===== config.mk =====
export PLATFORM = sky130hd
export DESIGN_NAME = rtc_core
export DESIGN_NICKNAME = d
export VERILOG_FILES = /design/src/rtl/rtc_core.sv
export SDC_FILE = /design/constraint.sdc
export NUM_CORES = 1
export LEC_CHECK = 0
export BUFFER_PORTS_ARGS = -buffer_cell sky130_fd_sc_hd__buf_4
export CAP_MARGIN = 10
export CORE_MARGIN = 1
export CORE_UTILIZATION = 57
export DETAILED_ROUTE_END_ITERATION = 16
export PLACE_DENSITY = 0.8
export SYNTH_ARGS = -nofsm -noshare
export SYNTH_HDL_FRONTEND = slang
export SYNTH_SLANG_ARGS = --single-unit

===== constraint.sdc =====
create_clock -name rtc_clk -period 4 [get_ports rtc_clk]
set_input_delay 0.6 -clock rtc_clk [delete_from_list [all_inputs] [get_ports rtc_clk]]
set_output_delay 0.6 -clock rtc_clk [all_outputs]
set_load 0.02 [all_outputs]

===== src/rtl/rtc_core.sv =====
// Real-time clock core: 24-hour BCD timekeeping with a clock-cycle prescaler,
// validated loads and a 12/24-hour display mapping.
module rtc_core #(
  parameter int unsigned CLK_HZ = 100000000
) (
  input  logic        rtc_clk,
  input  logic        rtc_rst,
  input  logic        rtc_en,
  input  logic        rtc_mode12,
  input  logic        rtc_set,
  input  logic [23:0] rtc_set_bcd,
  output logic [23:0] rtc_bcd,
  output logic        rtc_pm,
  output logic        rtc_sec_tick,
  output logic        rtc_day_tick,
  output logic        rtc_set_err
);

  localparam int unsigned PW = (CLK_HZ > 1) ? $clog2(CLK_HZ) : 1;
  localparam logic [PW-1:0] PRE_MAX = PW'(CLK_HZ - 1);

  logic [PW-1:0] pre;
  logic [3:0] h1, h0, m1, m0, s1, s0;
  logic [3:0] n_h1, n_h0, n_m1, n_m0, n_s1, n_s0;
  logic       day_wrap;

  logic [3:0] set_h1, set_h0, set_m1, set_m0, set_s1, set_s0;
  logic       set_valid;
  logic       load;
  logic       wrap;
  logic       advance;

  logic [4:0] hour_bin;
  logic [4:0] hr12;
  logic [3:0] disp_h1, disp_h0;

  assign set_h1 = rtc_set_bcd[23:20];
  assign set_h0 = rtc_set_bcd[19:16];
  assign set_m1 = rtc_set_bcd[15:12];
  assign set_m0 = rtc_set_bcd[11:8];
  assign set_s1 = rtc_set_bcd[7:4];
  assign set_s0 = rtc_set_bcd[3:0];

  // Load value must be a legal 24-hour time in BCD
  always_comb begin
    set_valid = (set_h0 <= 4'd9) && (set_m0 <= 4'd9) && (set_s0 <= 4'd9) &&
                (set_m1 <= 4'd5) && (set_s1 <= 4'd5) &&
                ((set_h1 < 4'd2) || ((set_h1 == 4'd2) && (set_h0 <= 4'd3)));
  end

  assign load    = rtc_set && set_valid;
  assign wrap    = rtc_en && (pre == PRE_MAX);
  assign advance = wrap && !load;

  // Next time one second on, with BCD digit carries and midnight wrap
  always_comb begin
    n_h1     = h1;
    n_h0     = h0;
    n_m1     = m1;
    n_m0     = m0;
    n_s1     = s1;
    n_s0     = s0;
    day_wrap = 1'b0;
    if (s0 != 4'd9) begin
      n_s0 = s0 + 4'd1;
    end else begin
      n_s0 = 4'd0;
      if (s1 != 4'd5) begin
        n_s1 = s1 + 4'd1;
      end else begin
        n_s1 = 4'd0;
        if (m0 != 4'd9) begin
          n_m0 = m0 + 4'd1;
        end else begin
          n_m0 = 4'd0;
          if (m1 != 4'd5) begin
            n_m1 = m1 + 4'd1;
          end else begin
            n_m1 = 4'd0;
            if ((h1 == 4'd2) && (h0 == 4'd3)) begin
              n_h1     = 4'd0;
              n_h0     = 4'd0;
              day_wrap = 1'b1;
            end else if (h0 == 4'd9) begin
              n_h1 = h1 + 4'd1;
              n_h0 = 4'd0;
            end else begin
              n_h0 = h0 + 4'd1;
            end
          end
        end
      end
    end
  end

  // Prescaler, time registers and strobe outputs; a valid load beats an advance
  always_ff @(posedge rtc_clk or posedge rtc_rst) begin
    if (rtc_rst) begin
      pre          <= '0;
      h1           <= 4'd0;
      h0           <= 4'd0;
      m1           <= 4'd0;
      m0           <= 4'd0;
      s1           <= 4'd0;
      s0           <= 4'd0;
      rtc_sec_tick <= 1'b0;
      rtc_day_tick <= 1'b0;
      rtc_set_err  <= 1'b0;
    end else begin
      rtc_sec_tick <= advance;
      rtc_day_tick <= advance && day_wrap;
      rtc_set_err  <= rtc_set && !set_valid;
      if (load) begin
        pre <= '0;
        h1  <= set_h1;
        h0  <= set_h0;
        m1  <= set_m1;
        m0  <= set_m0;
        s1  <= set_s1;
        s0  <= set_s0;
      end else if (rtc_en) begin
        pre <= wrap ? '0 : pre + PW'(1);
        if (wrap) begin
          h1 <= n_h1;
          h0 <= n_h0;
          m1 <= n_m1;
          m0 <= n_m0;
          s1 <= n_s1;
          s0 <= n_s0;
        end
      end
    end
  end

  assign hour_bin = 5'(h1) * 5'd10 + 5'(h0);

  // Display hour mapping; 12-hour mode shows 00 as 12 and folds 13..23 down
  always_comb begin
    disp_h1 = h1;
    disp_h0 = h0;
    hr12    = hour_bin;
    if (rtc_mode12) begin
      if (hour_bin == 5'd0) begin
        hr12 = 5'd12;
      end else if (hour_bin > 5'd12) begin
        hr12 = hour_bin - 5'd12;
      end
      if (hr12 >= 5'd10) begin
        disp_h1 = 4'd1;
        disp_h0 = 4'(hr12 - 5'd10);
      end else begin
        disp_h1 = 4'd0;
        disp_h0 = 4'(hr12);
      end
    end
  end

  assign rtc_bcd = {disp_h1, disp_h0, m1, m0, s1, s0};
  assign rtc_pm  = (hour_bin >= 5'd12);

endmodule


# Word level (Yosys, flattened, before mapping)
# Cells that the tools add are included.
[totals]
register_bits = 54
elab_cells = 124
in_bits = 29
out_inout_bits = 28
[op_classes]
addsub = 10
n_eq_ne = 13
mux = 55
mul = 1
n_reduce_logical = 25
order_cmp = 10
[op_table]
columns = ["op", "n"]
rows = [
  ["$mux W4", 43],
  ["$mux W27", 3],
  ["$add A27 B1 Y27 const B", 1],
  ["$eq A27 B27 Y1 const B", 1],
  ["$add A4 B1 Y4 const B", 6],
  ["$mux W5", 3],
  ["$eq A4 B2 Y1 const B", 3],
  ["$le A4 B4 Y1 const B", 3],
  ["$logic_and A1 B1 Y1", 12],
  ["$ge A5 B4 Y1 const B", 2],
  ["$le A4 B3 Y1 const B", 2],
  ["$ne A2 B2 Y1 const B", 4],
  ["$ne A4 B3 Y1 const B", 2],
  ["$ne A4 B4 Y1 const B", 2],
  ["$reduce_and A7 Y1", 1],
  ["$mux W1", 6],
  ["$reduce_and A6 Y1", 1],
  ["$add A5 B4 Y5", 1],
  ["$gt A5 B4 Y1 const B", 1],
  ["$logic_not A5 Y1", 1],
  ["$reduce_and A5 Y1", 1],
  ["$sub A5 B4 Y5 const B", 1],
  ["$eq A4 B4 Y1 const B", 1],
  ["$le A4 B2 Y1 const B", 1],
  ["10 further kinds", 12],
]

# Longest topological paths before layout
# Gate-level depths: netlist of run 1.
[depth]
depth_word = 10
mapped_depth = 12
depth_no_buf = 12

# Worst setup path after synthesis of run 1
# OpenSTA, ideal clock, no wires.
[synth_timing]
path_type = "reg-to-output"
startpoint = "register h1[0]"
endpoint = "output port rtc_bcd[17]"
t_arrival_ns = 2.926
path_stages_with_launch = 13
path_buffers = 0
required_time_ns = 3.400
path_slack_ns = 0.474
path_cell_list = "dfrtp_1 -> ha_1 -> ha_1 -> xor2_1 -> inv_1 -> ha_1 -> and2_1 -> a21oi_1 -> o21ba_2 -> ha_1 -> o41ai_1 -> a2111o_1 -> nand3_1"
[synth_via]
elab_chain_cells = 9
word_cells_on_any_way = 12
cone_classes = "add/sub: 3; mul: 1; order compare: 2; mux: 5; reduce/logical: 1"
[synth_rtl]
columns = ["item", "line_no", "rtl"]
rows = [
  ["start: declaration", "23", "logic [3:0] h1, h0, m1, m0, s1, s0;"],
  ["start signal: assignment", "115", "h1 <= set_h1;"],
  ["start signal: assignment", "124", "h1 <= n_h1;"],
  ["$mul A4 B3 Y4 (*)", "135", "assign hour_bin = 5'(h1) * 5'd10 + 5'(h0);"],
  ["$add A5 B4 Y5 (*)", "135", ""],
  ["$sub A5 B4 Y5 / $gt A5 B4 Y1 (equally long branches)", "146, 145", ""],
  ["$mux W5", "145", "end else if (hour_bin > 5'd12) begin"],
  ["$mux W5 (*)", "143", "if (hour_bin == 5'd0) begin"],
  ["$mux W5 (*)", "142", "if (rtc_mode12) begin"],
  ["$sub A4 B4 Y4 / $ge A5 B4 Y1 (equally long branches)", "150, 148", ""],
  ["$mux W4 (*)", "148", "if (hr12 >= 5'd10) begin"],
  ["$mux W4 (*)", "142", ""],
  ["end: declaration", "12", "output logic [23:0] rtc_bcd,"],
]
# Mark *: on every way between the ends. The rest lies on a longest branch, timed or not. The select of a mux whose other input is x is not followed.

# Worst setup path after layout of run 1
# Ends and elaborated chain as after synthesis.

==> impl_summary.txt, run 1 <==
----------------------------------------------------
[Drt]
  Top routing layer in use ... met4
  Via count ... 3223
  DR WL met3 ... 298 um
  ANT nets after route ... 0
  DRT met1 WL ... 3770 um
  Vias per cell ... between 5 and 6
  First DRT Iteration DRCs ... 163
  Routed Wire Length ... 8530 um
  Met2 Wirelength ... around 4400 um
  Routed wire length per instance ... 15.9 um
  Drt first pass iters ... 4
  Final routed DRC violation total ... 0

[STA]
  Final critical path time including I/O delays and setup ... 3860 ps
  Headroom to the max-slew limit ... 0.495
  Maximum frequency from static timing analysis ... around 0.26 GHz
  Period utilisation layout ... 0.966
  Finish-stage setup viols ... 0
  Worst slew pin tran ... between 700 and 800 ps
  Final Max Tran Viols ... 0
  Setup clock skew after layout ... 10.7 ps
  Final hold violations ... 0

[Clock tree]
  Clock slew seen by the registers of the worst setup and hold paths ... 100 ps
  Insertion delay of the later-clocked pin in the worst-skew pair ... 310 ps
  Number of buffers created by CTS ... 5
  Root buffer cell ... clkbuf_8
  Clock tree from TritonCTS ... yes
  CTS sink cnt ... 54
  Level count of the clock H-tree ... 2
  Maximum root-to-sink buffer count ... 2

[Final layout]
  Share of post-route cells with drive strength above 1 ... 0.220
  Ant diodes ... 0
  Post-synthesis to final-layout area growth ... 19.9%
  Multi-input combinational cell area ... 0.00211 mm2
  Sequential cell area in the final layout ... 0.00135 mm2
  Total number of nets in the final design ... slightly above 500
  Non-Filler Instances ... 538
  Fill count ... around 470

[Logic synthesis]
  Instance count of the mapped netlist ... 402
  Count of flip-flops with a built-in enable after synthesis ... 0
  FF+latch count, synth ... 54
  Top FF cell, synth ... dfrtp_1
  Count of distinct cell types in the synthesized netlist ... between 60 and 70
  Fraction of the yosys area taken by sequential cells ... 0.381
  Netlist area before placement ... about 0.0036 mm2
  Fraction of synthesis flops using an asynchronous set or reset pin ... 1.00
  Synth Area per Inst ... just under 9 um2
  Number of warnings printed during yosys synthesis ... 0
  Total nets after synthesis ... 445

[Place]
  GP Congestion ... 0.842
  Number of buffers added on ports ... 56
  DPL Wire Length ... 6100 um
  Post-Place Cells ... 525

[Pwr]
  PwrDens ... 338 mW/mm2
  Leakage power of the design ... 1.87 nW
  Post-layout power ... 0.00144 W
  Maximum vdd drop ... about 0.25 mV

[Setup path]
  Critical path capture point type ... output port
  Arrival @ worst endpoint ... 3260 ps
  Worst path required time ... about 3400 ps
  Depth of the worst register-to-register path ... 7
  Classification of the worst setup path ... register to output port
  Kind of launch point of the worst setup path ... register
  Maximum fanout count along the critical path ... 5
  Reg-to-Reg End ... h1[2]$_DFFE_PP0P_
  FF-to-FF setup slack ... approximately 1400 ps
  FF-to-FF Start ... pre[0]$_DFFE_PP0P_

[Global routing]
  Vias in the first global route ... 3075
  Wire length of the first global-routing pass ... 13900 um
  Antenna violations before repair ... 0
  Aggregate global routing overflow ... 0
  Largest net degree at the start of global routing ... 30
  GRT Util Overall ... 0.270

[Worst hold path]
  Min-Delay Path Class ... input pin to async pin

[Floorplan]
  Die X ... between 80 and 90 um
  Die area ... 0.00655 mm2
  Die outline height ... 80.9 um
  Standard-cell row count ... 28
  Core Region ... 0.00596 mm2
  I/O pin count ... 57
  Starting utilization of the core area ... 0.596

[Run]
  Max-Cap Viols ... 0

[Run status]
  Outcome ... finished, final reports clean

----------------------------------------------------
==> cell usage in the layout (no fill, tap or decap), drive strengths merged, types with 3 or more instances in the layout <==
cell | netlist | layout
a31oi | 9 | 9
nor3 | 8 | 8
nor2 | 38 | 38
nand3 | 27 | 27
nor4 | 10 | 10
ha | 13 | 13
buf | 6 | 67
o21ai | 39 | 39
nor3b | 3 | 3
o31ai | 4 | 4
nor2b | 6 | 6
xnor2 | 15 | 15
nand4 | 9 | 9
clkbuf | 8 | 6
a21o | 3 | 3
inv | 19 | 19
or3 | 9 | 9
dfrtp | 54 | 54
xor2 | 8 | 8
and3 | 9 | 9
mux2i | 4 | 4
a21oi | 20 | 20
nand2 | 35 | 35
and4 | 7 | 7
==> per-stage QoR <==
step                hold WS [ps]  TNS [ps]  instance area [um2]  utilization  worst slack (ps)
finish                       351         0                 4260        0.715               138
detailed placement           520         0                 4050        0.681               151
global placement             514         0                 4050        0.681               308
CTS                          378         0                 4190        0.703              9.52
global route                 401     -1.55                 4260        0.715             -1.55
floorplan                    478         0                 3550            -               474
==> metal layers <==
| metal | vias to the layer above | GRT usage |
|---|---|---|
| met5 | - | 0 |
| met4 | 0 | 0.0500 |
| met3 | 6 | 0.0382 |
| met2 | 75 | 0.479 |
| met1 | 1561 | 0.351 |
| li1 | 1581 | - |
==> cell families after synthesis <==
kind of cell | Yosys count | synth area share
flip-flops | 54 | 0.381
multiplexers | 5 | 0.0144
buffers and inverters | 33 | 0.0359
AO/OA/AOI/OAI | 94 | 0.167
XOR/XNOR | 24 | 0.0631
adder cells (fa/ha/maj) | 14 | 0.0514
AND/OR/NAND/NOR | 178 | 0.288
==> final cells by class <==
cell class | instances | share of cell area
clock inverters | 2 | 0.00881
clock buffers | 6 | 0.0170
well taps | 75 | 0.0220
inverters | 19 | 0.0167
repair buffers | 67 | 0.121
multi-input cells | 315 | 0.496
flip-flops and latches | 54 | 0.318
==> worst max-delay path, stage by stage (launching register included) <==
cell	delay, ps
dfrtp_2	460
ha_2	230
fa_2	390
xor2_2	190
buf_4	150
ha_2	200
a21o_1	160
a21oi_1	140
o21ba_2	150
ha_2	190
o41ai_1	110
a2111o_1	380
nand3_1	70
buf_4	140
==> cell usage after synthesis, types with 2 or more instances <==
library cell,instances,area share
xnor2_1,15,0.037
inv_1,19,0.020
xor2_1,8,0.020
and4_1,6,0.015
nor3b_1,3,0.0063
a21boi_0,2,0.0042
nor4_1,8,0.014
dfrtp_1,54,0.38
nor2b_1,6,0.011
nor2_1,38,0.040
a21o_1,3,0.0063
a2111o_1,2,0.0063
or3b_2,2,0.0049
or3_1,8,0.014
ha_1,13,0.046
nor4_4,2,0.012
mux2i_1,4,0.011
or4_4,2,0.0063
nor3_1,8,0.011
buf_1,3,0.0032
a31oi_1,9,0.016
nor4b_1,2,0.0049
nand4bb_1,2,0.0063
and3_1,7,0.012
o31ai_1,4,0.0085
and4bb_1,2,0.0070
nand2_1,35,0.037
and3_2,2,0.0042
clkbuf_1,8,0.0085
nand3_1,26,0.037
o21ai_0,39,0.055
nand2b_1,2,0.0035
a21oi_1,19,0.027
a22oi_1,2,0.0042
a211oi_1,2,0.0042
buf_2,3,0.0042
nand4_1,8,0.014
==> sequential cells by signal (all words and copies together), names as in the netlist <==
register	count
pre	27
rtc_day_tick	1
h0	4
m0	4
s1	4
rtc_set_err	1
h1	4
m1	4
rtc_sec_tick	1
s0	4
==> report_power, final <==
group | internal, W | switching (W)
combinational | 0.000192 | 0.000210
sequential | 0.000595 | 0.0000694
clock | 0.000187 | 0.000184
==> worst max path at each step <==
| stage | from | end | cells after the start |
|---|---|---|---|
| 4_1_cts | h1[0]$_DFFE_PP0P_ | rtc_bcd[17] | 13 |
| 3_3_place_gp | h1[0]$_DFFE_PP0P_ | rtc_bcd[17] | 13 |
| 2_1_floorplan | h1[0]$_DFFE_PP0P_ | rtc_bcd[17] | 12 |
| 5_1_grt | h1[0]$_DFFE_PP0P_ | rtc_bcd[17] | 14 |
| 3_5_place_dp | h1[0]$_DFFE_PP0P_ | rtc_bcd[17] | 13 |
| 6_report | h1[0]$_DFFE_PP0P_ | rtc_bcd[17] | 13 |
==> repair_timing <==
action | in CTS | in global routing
endpoints found under the setup margin | 3 | 3
resized for setup | 2 | 7
buffers inserted | 2 | 3
pin swaps | 1 | 2
hold buffers | 0 | 0
Note: power is estimated with default switching activity, not from simulation.
==> run 2: changes to the inputs <==
- CORE_UTILIZATION: 57 -> 52
- PLACE_DENSITY: 0.8 -> 0.77
- clock period: 4 -> 3.1 ns (I/O delays scaled with it)
==> impl_summary.txt, run 2 (same netlist as run 1, synthesis figures left out) <==
----------------------------------------------------
[Run status]
  Outcome ... finished, violations left
  Failing checks ... negative setup slack

[Setup path]
  Reg-to-Reg End ... h1[2]$_DFFE_PP0P_
  Depth of the worst register-to-register path ... 7 (unchanged)
  Maximum fanout count along the critical path ... 4 (-1)
  Critical path capture point type ... output port
  FF-to-FF setup slack ... 490 ps (-890 ps)
  FF-to-FF Start ... pre[0]$_DFFE_PP0P_
  Worst path required time ... 2630 ps (-770 ps)
  Arrival @ worst endpoint ... 3130 ps (-130 ps)
  Kind of launch point of the worst setup path ... register
  Classification of the worst setup path ... register to output port

[Global routing]
  Vias in the first global route ... 3268 (+6.3%)
  Largest net degree at the start of global routing ... 31 (+3.3%)
  Wire length of the first global-routing pass ... 15600 um (+13%)
  Aggregate global routing overflow ... 0 (unchanged)
  GRT Util Overall ... 0.271 (+0.00121)
  Antenna violations before repair ... 0 (unchanged)

[Place]
  GP Congestion ... 0.864 (+2.7%)
  Post-Place Cells ... 539 (+2.7%)
  Worst Setup Slack post-DPL ... -163 ps (-314 ps)
  DPL Wire Length ... 6490 um (+6.4%)
  Placed instance area ... 0.00424 mm2 (+4.6%)
  Number of buffers added on ports ... 56 (unchanged)

[Final layout]
  Ant diodes ... 0 (unchanged)
  Final standard cell area without fillers ... 0.00453 mm2 (+6.4%)
  Final Core Density ... 0.701 (-0.0137)
  Post-synthesis to final-layout area growth ... 27.6%
  Most frequent cells in the layout ... buf_4 (82), dfrtp_1 (53), o21ai_0 (39)
  Max FFs per register ... 27 (unchanged)
  Register with the most flip-flops ... pre
  Fill count ... 492 (+4.9%)
  Multi-input combinational cell area ... 0.00224 mm2 (+6.0%)
  Non-Filler Instances ... 559 (+3.9%)
  Sequential cell area in the final layout ... 0.00135 mm2 (about the same)
  Share of post-route cells with drive strength above 1 ... 0.276 (+0.0556)
  Total number of nets in the final design ... 524 (+3.8%)
  Most common cell after layout, fill and taps aside ... buf_4

[Drt]
  Routed wire length per instance ... 16.8 um (+5.9%)
  Final routed DRC violation total ... 0 (unchanged)
  ANT nets after route ... 0 (unchanged)
  Drt first pass iters ... 5 (+1)
  Vias per cell ... 6.10 (+1.8%)
  First DRT Iteration DRCs ... 205 (+26%)
  Via count ... 3408 (+5.7%)
  Routed Wire Length ... 9390 um (+10%)

[Pwr]
  Pint ... 0.00136 W (+39%)
  PwrDens ... 451 mW/mm2 (+34%)
  Fraction of power consumed by the clock network ... 0.243 (-0.015)
  Maximum vdd drop ... 0.391 mV (+60%)
  Post-layout power ... 0.00204 W (+42%)
  Sequential share of power ... 0.416 (-0.046)
  Switching share of total power ... 0.336 (+0.0138)
  Relative contribution of combinational cells to total power ... 0.341 (+0.061)
  Sw power ... 0.000687 W (+48%)
  Leakage power of the design ... 2.01 nW (+7.2%)

[STA]
  Final hold violations ... 0 (unchanged)
  Headroom to the max-slew limit ... 0.581 (+0.0860)
  Setup repair after global routing missed its margin ... true
  Maximum frequency from static timing analysis ... 0.279 GHz
  Period utilisation layout ... 1.16
  Finish-stage setup viols ... 4 (+4)
  Final critical path time including I/O delays and setup ... 3590 ps
  Final setup slack of the worst path ... -491 ps (-628 ps)
  Worst slew pin tran ... 627 ps (-124 ps)
  Setup clock skew after layout ... 4.50 ps (-6.23 ps)
  Final Max Tran Viols ... 0 (unchanged)

[Clock tree]
  Clock slew seen by the registers of the worst setup and hold paths ... 100 ps (about the same)
  Root buffer cell ... clkbuf_8
  Count of hold buffers inserted by post-cts repair ... 0 (unchanged)
  CTS sink cnt ... 54 (unchanged)
  Maximum root-to-sink buffer count ... 2 (unchanged)
  Insertion delay of the later-clocked pin in the worst-skew pair ... 310 ps (about the same)
  Number of buffers created by CTS ... 5 (unchanged)
  Level count of the clock H-tree ... 2 (unchanged)
  Clock tree from TritonCTS ... yes

[Run]
  Max-Cap Viols ... 0 (unchanged)

[Floorplan]
  Die X ... 84.6 um (+4.6%)
  Core Region ... 0.00646 mm2 (+8.4%)
  Starting utilization of the core area ... 0.550 (-0.0464)
  I/O pin count ... 57 (unchanged)
  Die area ... 0.00716 mm2 (+9.4%)
  Die outline height ... 84.6 um (+4.6%)
  Standard-cell row count ... 29 (+3.6%)

[Worst hold path]
  Min-Delay Path Class ... input pin to async pin

----------------------------------------------------
## run 2: timing repair
| item | CTS | global route |
|---|---|---|
| gates resized for setup | 11 | 6 |
| setup buffers | 7 | 4 |
| gates cloned | 0 | 0 |
| pin swaps | 8 | 5 |
| endpoints found under the setup margin | 4 | 4 |
## run 2: power by group through the flow
stage               registers (W)  logic, W  clock network (W)
floorplan                0.000870  0.000346                  0
global placement         0.000860  0.000538                  0
detailed placement       0.000862  0.000555                  0
CTS                      0.000849  0.000627           0.000499
global route             0.000862  0.000753           0.000530
finish                   0.000850  0.000696           0.000497
## run 2: metal layers
| metal | vias to the layer above | GRT usage | share of wire |
|---|---|---|---|
| li1 | 1623 | - | - |
| met1 | 1664 | 0.360 | 0.44 |
| met2 | 96 | 0.470 | 0.50 |
| met3 | 25 | 0.0383 | 0.036 |
| met4 | 0 | 0.0632 | 0.020 |
| met5 | - | 0 | 0 |
## run 2: critical path: stages, from the launching register on
cell and delay, ps:
dfrtp_2 470, ha_4 300, ha_4 220, a21oi_1 260, nand3_2 180, and3_1 280, o21ba_4 260, ha_4 150
o41ai_4 70, a2111o_1 430, nand3_2 70, buf_6 110
## run 2: area by class of cell
cell class | count | share of cell area
tap | 77 | 0.0213
clock inverter | 3 | 0.00967
timing repair buffer | 86 | 0.145
multi-input combinational | 315 | 0.495
inverter | 19 | 0.0157
sequential | 54 | 0.299
clock buffer | 5 | 0.0152
## run 2: worst max-delay path by stage
stage          slack, ps          end         startpoint
4_1_cts             -390  rtc_bcd[17]  h1[0]$_DFFE_PP0P_
2_1_floorplan         10  rtc_bcd[17]  h1[0]$_DFFE_PP0P_
3_3_place_gp         -90  rtc_bcd[18]  h1[0]$_DFFE_PP0P_
3_5_place_dp        -160  rtc_bcd[17]  h1[0]$_DFFE_PP0P_
6_report            -490  rtc_bcd[17]  h1[0]$_DFFE_PP0P_
5_1_grt             -560  rtc_bcd[17]  h1[0]$_DFFE_PP0P_
## run 2: per-stage QoR
step           setup TNS [ps]  hold slack, ps
2_1_floorplan               0             478
3_3_place_gp             -181             520
3_5_place_dp             -406             529
4_1_cts                 -1380             250
5_1_grt                 -1980             277
6_report                -1660             225
